===== config.mk =====
export PLATFORM = sky130hd
export DESIGN_NAME = w_stimulus_gen_flat
export DESIGN_NICKNAME = d
export VERILOG_FILES = /design/src/rtl/w_stimulus_gen_pkg.sv /design/src/rtl/w_stimulus_gen_if.sv /design/src/rtl/w_stimulus_gen_run_tracker.sv /design/src/rtl/w_stimulus_gen.sv /design/src/flat_wrapper.sv
export SDC_FILE = /design/constraint.sdc
export NUM_CORES = 1
export LEC_CHECK = 0
export BUFFER_PORTS_ARGS = -buffer_cell sky130_fd_sc_hd__buf_4
export CAP_MARGIN = 40
export CORE_MARGIN = 2
export CORE_UTILIZATION = 50
export DETAILED_ROUTE_END_ITERATION = 6
export GPL_TIMING_DRIVEN = 0
export PLACE_DENSITY = 0.72
export SYNTH_ARGS = -nofsm -noshare
export SYNTH_HDL_FRONTEND = slang
export SYNTH_SLANG_ARGS = --single-unit

===== constraint.sdc =====
create_clock -name clk -period 1.67 [get_ports clk]
set_input_delay 0.0835 -clock clk [delete_from_list [all_inputs] [get_ports clk]]
set_output_delay 0.0835 -clock clk [all_outputs]
set_load 0.01 [all_outputs]

===== src/rtl/w_stimulus_gen_pkg.sv =====
// Shared types and sizing helpers for the w stimulus generator.
package w_stim_pkg;

  typedef enum logic [1:0] {
    ST_IDLE,
    ST_SHIFT,
    ST_DONE
  } state_e;

  localparam int unsigned MAX_LEN_DEF = 16;

  // Width needed to hold a length value in 0..max_len.
  function automatic int unsigned len_w(input int unsigned max_len);
    return $clog2(max_len + 1);
  endfunction

endpackage


===== src/rtl/w_stimulus_gen_if.sv =====
// Control/stream bundle between the stimulus generator and its user.
interface w_stim_if
  import w_stim_pkg::*;
#(
  parameter int unsigned MAX_LEN = MAX_LEN_DEF,
  parameter int unsigned LEN_W   = len_w(MAX_LEN)
);
  logic               start;
  logic [MAX_LEN-1:0] pattern;
  logic [LEN_W-1:0]   len;
  logic [3:0]         repeat_n;
  logic               step_en;
  logic               w;
  logic               w_valid;
  logic               busy;
  logic               done;
  logic               z_exp;

  modport master (
    output start, pattern, len, repeat_n, step_en,
    input  w, w_valid, busy, done, z_exp
  );

  modport slave (
    input  start, pattern, len, repeat_n, step_en,
    output w, w_valid, busy, done, z_exp
  );
endinterface


===== src/rtl/w_stimulus_gen_run_tracker.sv =====
// Golden "last two accepted bits equal" tracker; usable beside the detectors.
module run_tracker (
  input  logic clk,
  input  logic reset,
  input  logic clear,
  input  logic accept,
  input  logic bit_in,
  output logic z_exp
);
  logic prev_q, prev_d;
  logic have_q, have_d;
  logic z_q,    z_d;

  // History update: clear wins, otherwise record the accepted bit.
  always_comb begin
    prev_d = prev_q;
    have_d = have_q;
    z_d    = z_q;
    if (clear) begin
      prev_d = 1'b0;
      have_d = 1'b0;
      z_d    = 1'b0;
    end else if (accept) begin
      z_d    = have_q & (prev_q == bit_in);
      prev_d = bit_in;
      have_d = 1'b1;
    end
  end

  // History registers.
  always_ff @(posedge clk or negedge reset) begin
    if (!reset) begin
      prev_q <= 1'b0;
      have_q <= 1'b0;
      z_q    <= 1'b0;
    end else begin
      prev_q <= prev_d;
      have_q <= have_d;
      z_q    <= z_d;
    end
  end

  assign z_exp = z_q;
endmodule


===== src/rtl/w_stimulus_gen.sv =====
// Serial LSB-first pattern transmitter with repeat, step gating and z prediction.
module w_stimulus_gen
  import w_stim_pkg::*;
#(
  parameter int unsigned MAX_LEN = MAX_LEN_DEF,
  parameter int unsigned LEN_W   = len_w(MAX_LEN)
) (
  input logic     clk,
  input logic     reset,
  w_stim_if.slave bus
);
  state_e             state_q,    state_d;
  logic [MAX_LEN-1:0] pattern_q,  pattern_d;
  logic [LEN_W-1:0]   len_q,      len_d;
  logic [3:0]         repeat_q,   repeat_d;
  logic [LEN_W-1:0]   bit_idx_q,  bit_idx_d;
  logic [3:0]         pass_cnt_q, pass_cnt_d;
  logic               clear;
  logic               accept;
  logic               cur_bit;
  logic [MAX_LEN-1:0] sel_mask;

  // One-hot select mask keeps the bit pick free of index-width mismatches.
  assign sel_mask = MAX_LEN'(1) << bit_idx_q;
  assign cur_bit  = |(pattern_q & sel_mask);

  // Next-state, latch and bit/pass counter logic.
  always_comb begin
    state_d    = state_q;
    pattern_d  = pattern_q;
    len_d      = len_q;
    repeat_d   = repeat_q;
    bit_idx_d  = bit_idx_q;
    pass_cnt_d = pass_cnt_q;
    clear      = 1'b0;
    accept     = 1'b0;
    unique case (state_q)
      ST_IDLE: begin
        if (bus.start) begin
          clear = 1'b1;
          if (bus.len == '0) begin
            state_d = ST_DONE;
          end else begin
            state_d    = ST_SHIFT;
            pattern_d  = bus.pattern;
            len_d      = (bus.len > LEN_W'(MAX_LEN)) ? LEN_W'(MAX_LEN) : bus.len;
            repeat_d   = bus.repeat_n;
            bit_idx_d  = '0;
            pass_cnt_d = '0;
          end
        end
      end
      ST_SHIFT: begin
        if (bus.step_en) begin
          accept = 1'b1;
          if (bit_idx_q != len_q - LEN_W'(1)) begin
            bit_idx_d = bit_idx_q + LEN_W'(1);
          end else if (pass_cnt_q != repeat_q) begin
            bit_idx_d  = '0;
            pass_cnt_d = pass_cnt_q + 4'd1;
          end else begin
            state_d = ST_DONE;
          end
        end
      end
      ST_DONE: state_d = ST_IDLE;
      default: state_d = ST_IDLE;
    endcase
  end

  // State and datapath registers.
  always_ff @(posedge clk or negedge reset) begin
    if (!reset) begin
      state_q    <= ST_IDLE;
      pattern_q  <= '0;
      len_q      <= '0;
      repeat_q   <= '0;
      bit_idx_q  <= '0;
      pass_cnt_q <= '0;
    end else begin
      state_q    <= state_d;
      pattern_q  <= pattern_d;
      len_q      <= len_d;
      repeat_q   <= repeat_d;
      bit_idx_q  <= bit_idx_d;
      pass_cnt_q <= pass_cnt_d;
    end
  end

  run_tracker u_run_tracker (
    .clk    (clk),
    .reset  (reset),
    .clear  (clear),
    .accept (accept),
    .bit_in (cur_bit),
    .z_exp  (bus.z_exp)
  );

  // Outputs decode from registered state, so reset clears them immediately.
  assign bus.w       = (state_q == ST_SHIFT) & cur_bit;
  assign bus.w_valid = (state_q == ST_SHIFT);
  assign bus.busy    = (state_q == ST_SHIFT);
  assign bus.done    = (state_q == ST_DONE);
endmodule

===== src/flat_wrapper.sv =====
// flat-port wrapper written by rule: the top's interface ports become plain ports
module w_stimulus_gen_flat import w_stim_pkg::*;
#(
  parameter int unsigned MAX_LEN = MAX_LEN_DEF,
  parameter int unsigned LEN_W   = len_w(MAX_LEN)
)
  (clk, reset, bus_start, bus_pattern, bus_len, bus_repeat_n, bus_step_en, bus_w, bus_w_valid, bus_busy, bus_done, bus_z_exp);
  w_stim_if #(.MAX_LEN(MAX_LEN), .LEN_W(LEN_W)) bus_i ();
  input logic clk;
  input logic reset;
  input wire logic [$bits(bus_i.start)-1:0] bus_start;
  input wire logic [$bits(bus_i.pattern)-1:0] bus_pattern;
  input wire logic [$bits(bus_i.len)-1:0] bus_len;
  input wire logic [$bits(bus_i.repeat_n)-1:0] bus_repeat_n;
  input wire logic [$bits(bus_i.step_en)-1:0] bus_step_en;
  output wire logic [$bits(bus_i.w)-1:0] bus_w;
  output wire logic [$bits(bus_i.w_valid)-1:0] bus_w_valid;
  output wire logic [$bits(bus_i.busy)-1:0] bus_busy;
  output wire logic [$bits(bus_i.done)-1:0] bus_done;
  output wire logic [$bits(bus_i.z_exp)-1:0] bus_z_exp;
  assign bus_i.start = bus_start;
  assign bus_i.pattern = bus_pattern;
  assign bus_i.len = bus_len;
  assign bus_i.repeat_n = bus_repeat_n;
  assign bus_i.step_en = bus_step_en;
  assign bus_w = bus_i.w;
  assign bus_w_valid = bus_i.w_valid;
  assign bus_busy = bus_i.busy;
  assign bus_done = bus_i.done;
  assign bus_z_exp = bus_i.z_exp;
  w_stimulus_gen #(.MAX_LEN(MAX_LEN), .LEN_W(LEN_W)) u_core (.clk(clk), .reset(reset), .bus(bus_i));
endmodule

[Word level (Yosys, flattened, before mapping)]
Cells that the tools add are included.
W data, S select, Z words.
Storage, ports and cells
  bits in registers: 39
  output and inout bits: 5
  input port bits: 29
Operators by class
  muxes and demuxes: 29
  $lt $le $gt $ge: 1
  reductions and logical operators: 9
  equality and inequality tests: 12
  bitwise operators: 4
  shifts and indexed selects: 1
  add/subtract/negate cells: 3
Operators with widths (number)
  $mux W5: 6
  $mux W4: 5
  $and A16 B16 Y16: 1
  $reduce_or A16 Y1: 1
  $shl A1 B5 Y16 const A: 1
  $mux W1: 10
  $mux W2: 5
  $ne A2 B2 Y1 const B: 5
  $pmux W5 S2: 1
  $pmux W4 S2: 1
  $reduce_and A6 Y1: 1
  $add A5 B1 Y5 const B: 1
  $gt A5 B5 Y1 const B: 1
  $logic_not A5 Y1: 1
  $ne A5 B5 Y1: 1
  $reduce_and A5 Y1: 1
  $sub A5 B1 Y5 const B: 1
  $add A4 B1 Y4 const B: 1
  $ne A4 B4 Y1: 1
  $pmux W2 S2: 1
  $reduce_and A4 Y1: 1
  $reduce_bool A2 Y1: 2
  $ne A3 B1 Y1 const B: 1
  $reduce_and A3 Y1: 1
  other kinds (7): 8

[Logic depth before layout (Yosys ltp)]
  depth after elaboration: 7
  mapped depth: 9
  depth with buffers taken out: 8

[Hierarchy]
Synthesis repeated with hierarchy kept, for this count alone.
Second synthesis, totals
  cell total of the unflattened synthesis: 232
  area total of the unflattened synthesis: 2190.9 um^2
Modules (own cells, without submodules)
  w_stimulus_gen: seq. area each 900.9 um^2, area each 2065.7 um^2, cells each 221, instances 1
  run_tracker: seq. area each 75.1 um^2, area each 125.1 um^2, cells each 11, instances 1

[Worst setup path after synthesis]
OpenSTA, ideal clock, no wires.
  path type: reg-to-reg
  start point: register u_core.bit_idx_q[0]
  end point: register u_core.u_run_tracker.z_q (netlist: u_core.u_run_tracker.z_exp)
  arrival time: 1703 ps
  buffers on the path: 0
  cell stages (with the launch flop): 8
  path slack: -160 ps
  data required time: 1543 ps
  cells stage by stage: dfrtp_1 -> ha_1 -> ha_1 -> a221o_1 -> a211oi_1 -> or3_1 -> xnor2_1 -> o21ai_0
On the way
  cells in the longest elaborated chain, start to end: 7
RTL lines
  start: declaration: line w_stimulus_gen.sv:16  | logic [LEN_W-1:0] bit_idx_q, bit_idx_d;
  start signal: assignment: line w_stimulus_gen.sv:85  | bit_idx_q <= bit_idx_d;
  $shl A1 B5 Y16: line w_stimulus_gen.sv:24  | assign sel_mask = MAX_LEN'(1) << bit_idx_q;
  $and A16 B16 Y16: line w_stimulus_gen.sv:25  | assign cur_bit = |(pattern_q & sel_mask);
  $reduce_or A16 Y1: line w_stimulus_gen.sv:25
  $eq A1 B1 Y1: line w_stimulus_gen_run_tracker.sv:24  | z_d = have_q & (prev_q == bit_in);
  $and A1 B1 Y1: line w_stimulus_gen_run_tracker.sv:24
  $mux W1: line w_stimulus_gen_run_tracker.sv:23  | end else if (accept) begin
  $mux W1: line w_stimulus_gen_run_tracker.sv:19  | if (clear) begin
  end signal: assignment: line w_stimulus_gen_run_tracker.sv:39  | z_q <= z_d;
  end: declaration: line w_stimulus_gen_run_tracker.sv:12  | logic z_q, z_d;
No other way between the ends. The select of a mux whose other input is x is not followed.
A chain may end at the register's enable or synchronous reset.

[Worst setup path after layout]
  start point: register u_core.bit_idx_q[0]
  end point: output bus_w
On the way
  cells in the longest elaborated chain, start to end: 4
RTL lines
  $shl A1 B5 Y16: line w_stimulus_gen.sv:24
  $and A16 B16 Y16: line w_stimulus_gen.sv:25
  $reduce_or A16 Y1: line w_stimulus_gen.sv:25
  $and A1 B1 Y1: line w_stimulus_gen.sv:100  | assign bus.w = (state_q == ST_SHIFT) & cur_bit;
  end: declaration: line flat_wrapper.sv:16  | output wire logic [$bits(bus_i.w)-1:0] bus_w;
No other way between the ends.

==> impl_metrics.csv <==
group,metric,value,unit
setup_path,worst-r2r-cell-count,9,
placed_design,placedInstanceArea,0.002454,mm^2
route,finalWirelength,5.292,mm
layout,area.growth.synth_to_final,48.82,%
timing,layout_setup_ws,-418.6,ps
setup_path,path_max_fanout,4,
logic_synthesis,synth_edf_count,0,
die,fp.coreArea,0.004029,mm^2
route,drt_pass1_iterations,4,
timing,timing.max_slew.rel_slack,67.81,%
die,initial_utilization,52.61,%
die,die-height,69.11,um
placed_design,buffer_ports.inserted,33,
setup_path,arrival,2010,ps
placed_design,place_congestion,0.8048,
timing,report.final.setup_viol,14,
die,placementRows,23,
route,dr.first_iter.drc_count,68,
timing,final-hold-violation-count,0,
timing,finalCritPeriodShare,125.1,%
worst_hold_path,hold_path.class,"primary input to flop",
timing,worst_pin_slew,482.8,ps
logic_synthesis,mappedNetlistNets,268,
grt,grt_start_max_net_pins,40,
setup_path,worstReg2RegEnd,"u_core.u_run_tracker.z_exp",
clocking,cts_tree,"done",
timing,drv_slew,0,
timing,maxClockFrequency,478.8,MHz
logic_synthesis,postSynthCellCount,231,
layout,finalNetCount,348,
clocking,clk-insertion-delay-late,280,ps
layout,final_util,78.29,%
logic_synthesis,postSynthAreaPerCell,9.175,um^2
run_status,violations,"negative setup slack",
route,detail_route.wl_per_cell,14.62,um
clocking,cts_root_buffer,"sky130_fd_sc_hd__clkbuf_8",
pwr,worst_ir_drop_vdd,860.4,uV
logic_synthesis,postSynth.topFlopCell,"sky130_fd_sc_hd__dfrtp_1",
grt,number_of_antenna_violations_at_the_first_check_in_global_routing,0,
pwr,power_leakage,0.001477,uW
worst_hold_path,timing.hold.worst.start,"bus_pattern[0]",
grt,first_global_vias,1871,
timing,clock-skew-final,1.948,ps
pwr,cellPowerDensity,1529,mW/mm^2
clocking,numClockSinks,39,
route,routed_via_density,5.276,
logic_synthesis,yosys.cell_types.count,45,
layout,finalInstanceArea,0.003154,mm^2
route,drt.antenna.violating_nets,0,
placed_design,place_inst,314,
setup_path,cp-end-kind,"output port",
timing,period_minus_slack,2089,ps
die,die_footprint,0.004776,mm^2
logic_synthesis,synth.yosys.warnings,0,
logic_synthesis,ys_seq_area_share,46.04,%
die,boundaryPins,34,
worst_hold_path,holdPathEnd,"u_core.pattern_q[0]",
setup_path,worst_setup_path_start_kind,"flop",
logic_synthesis,ys_seq_elements,39,
logic_synthesis,post_synth_instance_area,0.002120,mm^2
route,route.detailed.drc,0,
placed_design,hpwl,3.084,mm
layout,insertedDiodeCount,0,
grt,global_route_wire_length_before_repair,8.714,mm
die,die_width,69.11,um
grt,gr-usage-all-layers,22.66,%
grt,overflow,0,
clocking,cts_buffer_depth,2,
setup_path,setup.reg_to_reg.worst_slack,-300,ps
clocking,htreeDepth,2,
clocking,cts.reportedPaths.clkPinSlew,70,ps
layout,fillCellCount,260,
layout,mostFrequentLayoutCell,"sky130_fd_sc_hd__nand2_1",
route,detailroute.via_count,1910,
layout,final_cells,362,
timing,grt_setup_unrepaired,"true",
setup_path,critical_path_required,1590,ps
layout,layout-drive-gt1-share,38.78,%
worst_hold_path,min_delay_path_depth,3,
logic_synthesis,async_flop_share,100.0,%
run_status,outcome,"complete, but fails checks",
setup_path,critical_path.reg2reg.startpoint,"u_core.bit_idx_q[1]",
setup_path,path_class,"flop to output port",
layout,mostFrequentLayoutCells,"sky130_fd_sc_hd__nand2_1 (74), sky130_fd_sc_hd__buf_4 (53), sky130_fd_sc_hd__dfrtp_1 (36), sky130_fd_sc_hd__dlygate4sd3_1 (20)",
clocking,cts_buffers,5,
job,cap_viol_max_count,0,
repair_timing:
| item | in CTS | in global routing |
|---|---|---|
| hold buffers | 20 | 0 |
| pin swaps | 10 | 12 |
| setup endpoints to repair | 36 | 29 |
| setup buffers | 14 | 7 |
| gates resized for setup | 28 | 21 |
| cloned | 1 | 1 |
| hold endpoints to repair | 58 | 0 |
cell type report:
class                   count  area, um^2  share of cell area, %
inverters                   9       36.28                  1.150
well taps                  50       62.56                  1.983
multi-input cells         172        1235                  39.15
repair buffers             75       656.9                  20.83
plain buffers               9       83.83                  2.658
flip-flops and latches     39       979.7                  31.06
clock buffers               8       100.1                  3.173
kinds of logic after synthesis:
logic type,synth area share (%)
and+or+nand+nor,24.62
DFF,46.05
AOI/OAI and AO/OA,13.05
buffers and inverters,4.663
xor gates and xnor gates,5.372
adders and majority gates,4.723
muxes,1.535
metal layers:
layer	routed length, um	part of all wire [%]	vias to the layer above	GRT usage, %
li1	-	-	931	-
met1	2302	43	907	29.33
met2	2647	50	59	38.03
met3	226	4.3	13	4.678
met4	116	2.2	0	7.190
met5	0	0	-	0
flip-flops by register name, summed over array words and instances (netlist names):
| name | cells |
|---|---|
| u_core.state_q | 2 |
| u_core.pattern_q | 16 |
| u_core.u_run_tracker.z_exp | 1 |
| u_core.repeat_q | 4 |
| u_core.len_q | 5 |
| u_core.pass_cnt_q | 4 |
| u_core.bit_idx_q | 5 |
| u_core.u_run_tracker.have_q | 1 |
| u_core.u_run_tracker.prev_q | 1 |
critical path, stage by stage (launching register included):
cell                       delay, ps
sky130_fd_sc_hd__dfrtp_2         460
sky130_fd_sc_hd__ha_4            190
sky130_fd_sc_hd__ha_4            150
sky130_fd_sc_hd__a221o_1         360
sky130_fd_sc_hd__a211oi_2        180
sky130_fd_sc_hd__or3_4           190
sky130_fd_sc_hd__nor2_2           30
sky130_fd_sc_hd__buf_4           140
worst max-delay path by stage:
stage | startpoint | end | slack, ps | cells after the start
detailed placement | u_core.len_q[0] | u_core.bit_idx_q[2] | -290 | 9
CTS | u_core.bit_idx_q[1] | bus_w | -380 | 8
finish | u_core.bit_idx_q[0] | bus_w | -420 | 7
global placement | u_core.len_q[0] | u_core.bit_idx_q[2] | -290 | 9
global route | u_core.bit_idx_q[0] | bus_w | -480 | 7
floorplan | u_core.len_q[0] | u_core.bit_idx_q[1] | -70 | 9
where the power goes:
group / switching (uW) / internal, uW / leakage, uW
clock network: 312 / 377 / 0.0000515
registers: 352 / 1340 / 0.000477
logic: 1170 / 1270 / 0.000949
through the flow:
step | setup TNS (ps) | setup slack, ps | total power [uW] | hold WS [ps]
final | -3533 | -418.6 | 4823 | 8.608
after global routing | -4599 | -479.8 | 5157 | 24.44
after CTS | -3308 | -378.2 | 4548 | 0.2030
after detailed placement | -5049 | -291.8 | 3351 | 80.27
after global placement | -4081 | -286.2 | 3308 | 85.62
after floorplan | -251.2 | -74.75 | 2909 | -212.1
Yosys cell counts, types with 3 or more instances:
cell | n | area share (%)
sky130_fd_sc_hd__a22oi_1 | 3 | 1.1
sky130_fd_sc_hd__a21oi_1 | 5 | 1.2
sky130_fd_sc_hd__nor2_1 | 9 | 1.6
sky130_fd_sc_hd__o21ai_0 | 5 | 1.2
sky130_fd_sc_hd__dfrtp_1 | 39 | 46
sky130_fd_sc_hd__xnor2_1 | 5 | 2.1
sky130_fd_sc_hd__nand3_1 | 7 | 1.7
sky130_fd_sc_hd__inv_1 | 9 | 1.6
sky130_fd_sc_hd__nand2b_1 | 4 | 1.2
sky130_fd_sc_hd__buf_2 | 7 | 1.7
sky130_fd_sc_hd__o22ai_1 | 3 | 0.89
sky130_fd_sc_hd__xor2_1 | 8 | 3.3
sky130_fd_sc_hd__ha_1 | 8 | 4.7
sky130_fd_sc_hd__nand2_1 | 75 | 13
No activity file was read; power rests on OpenSTA's default activity.
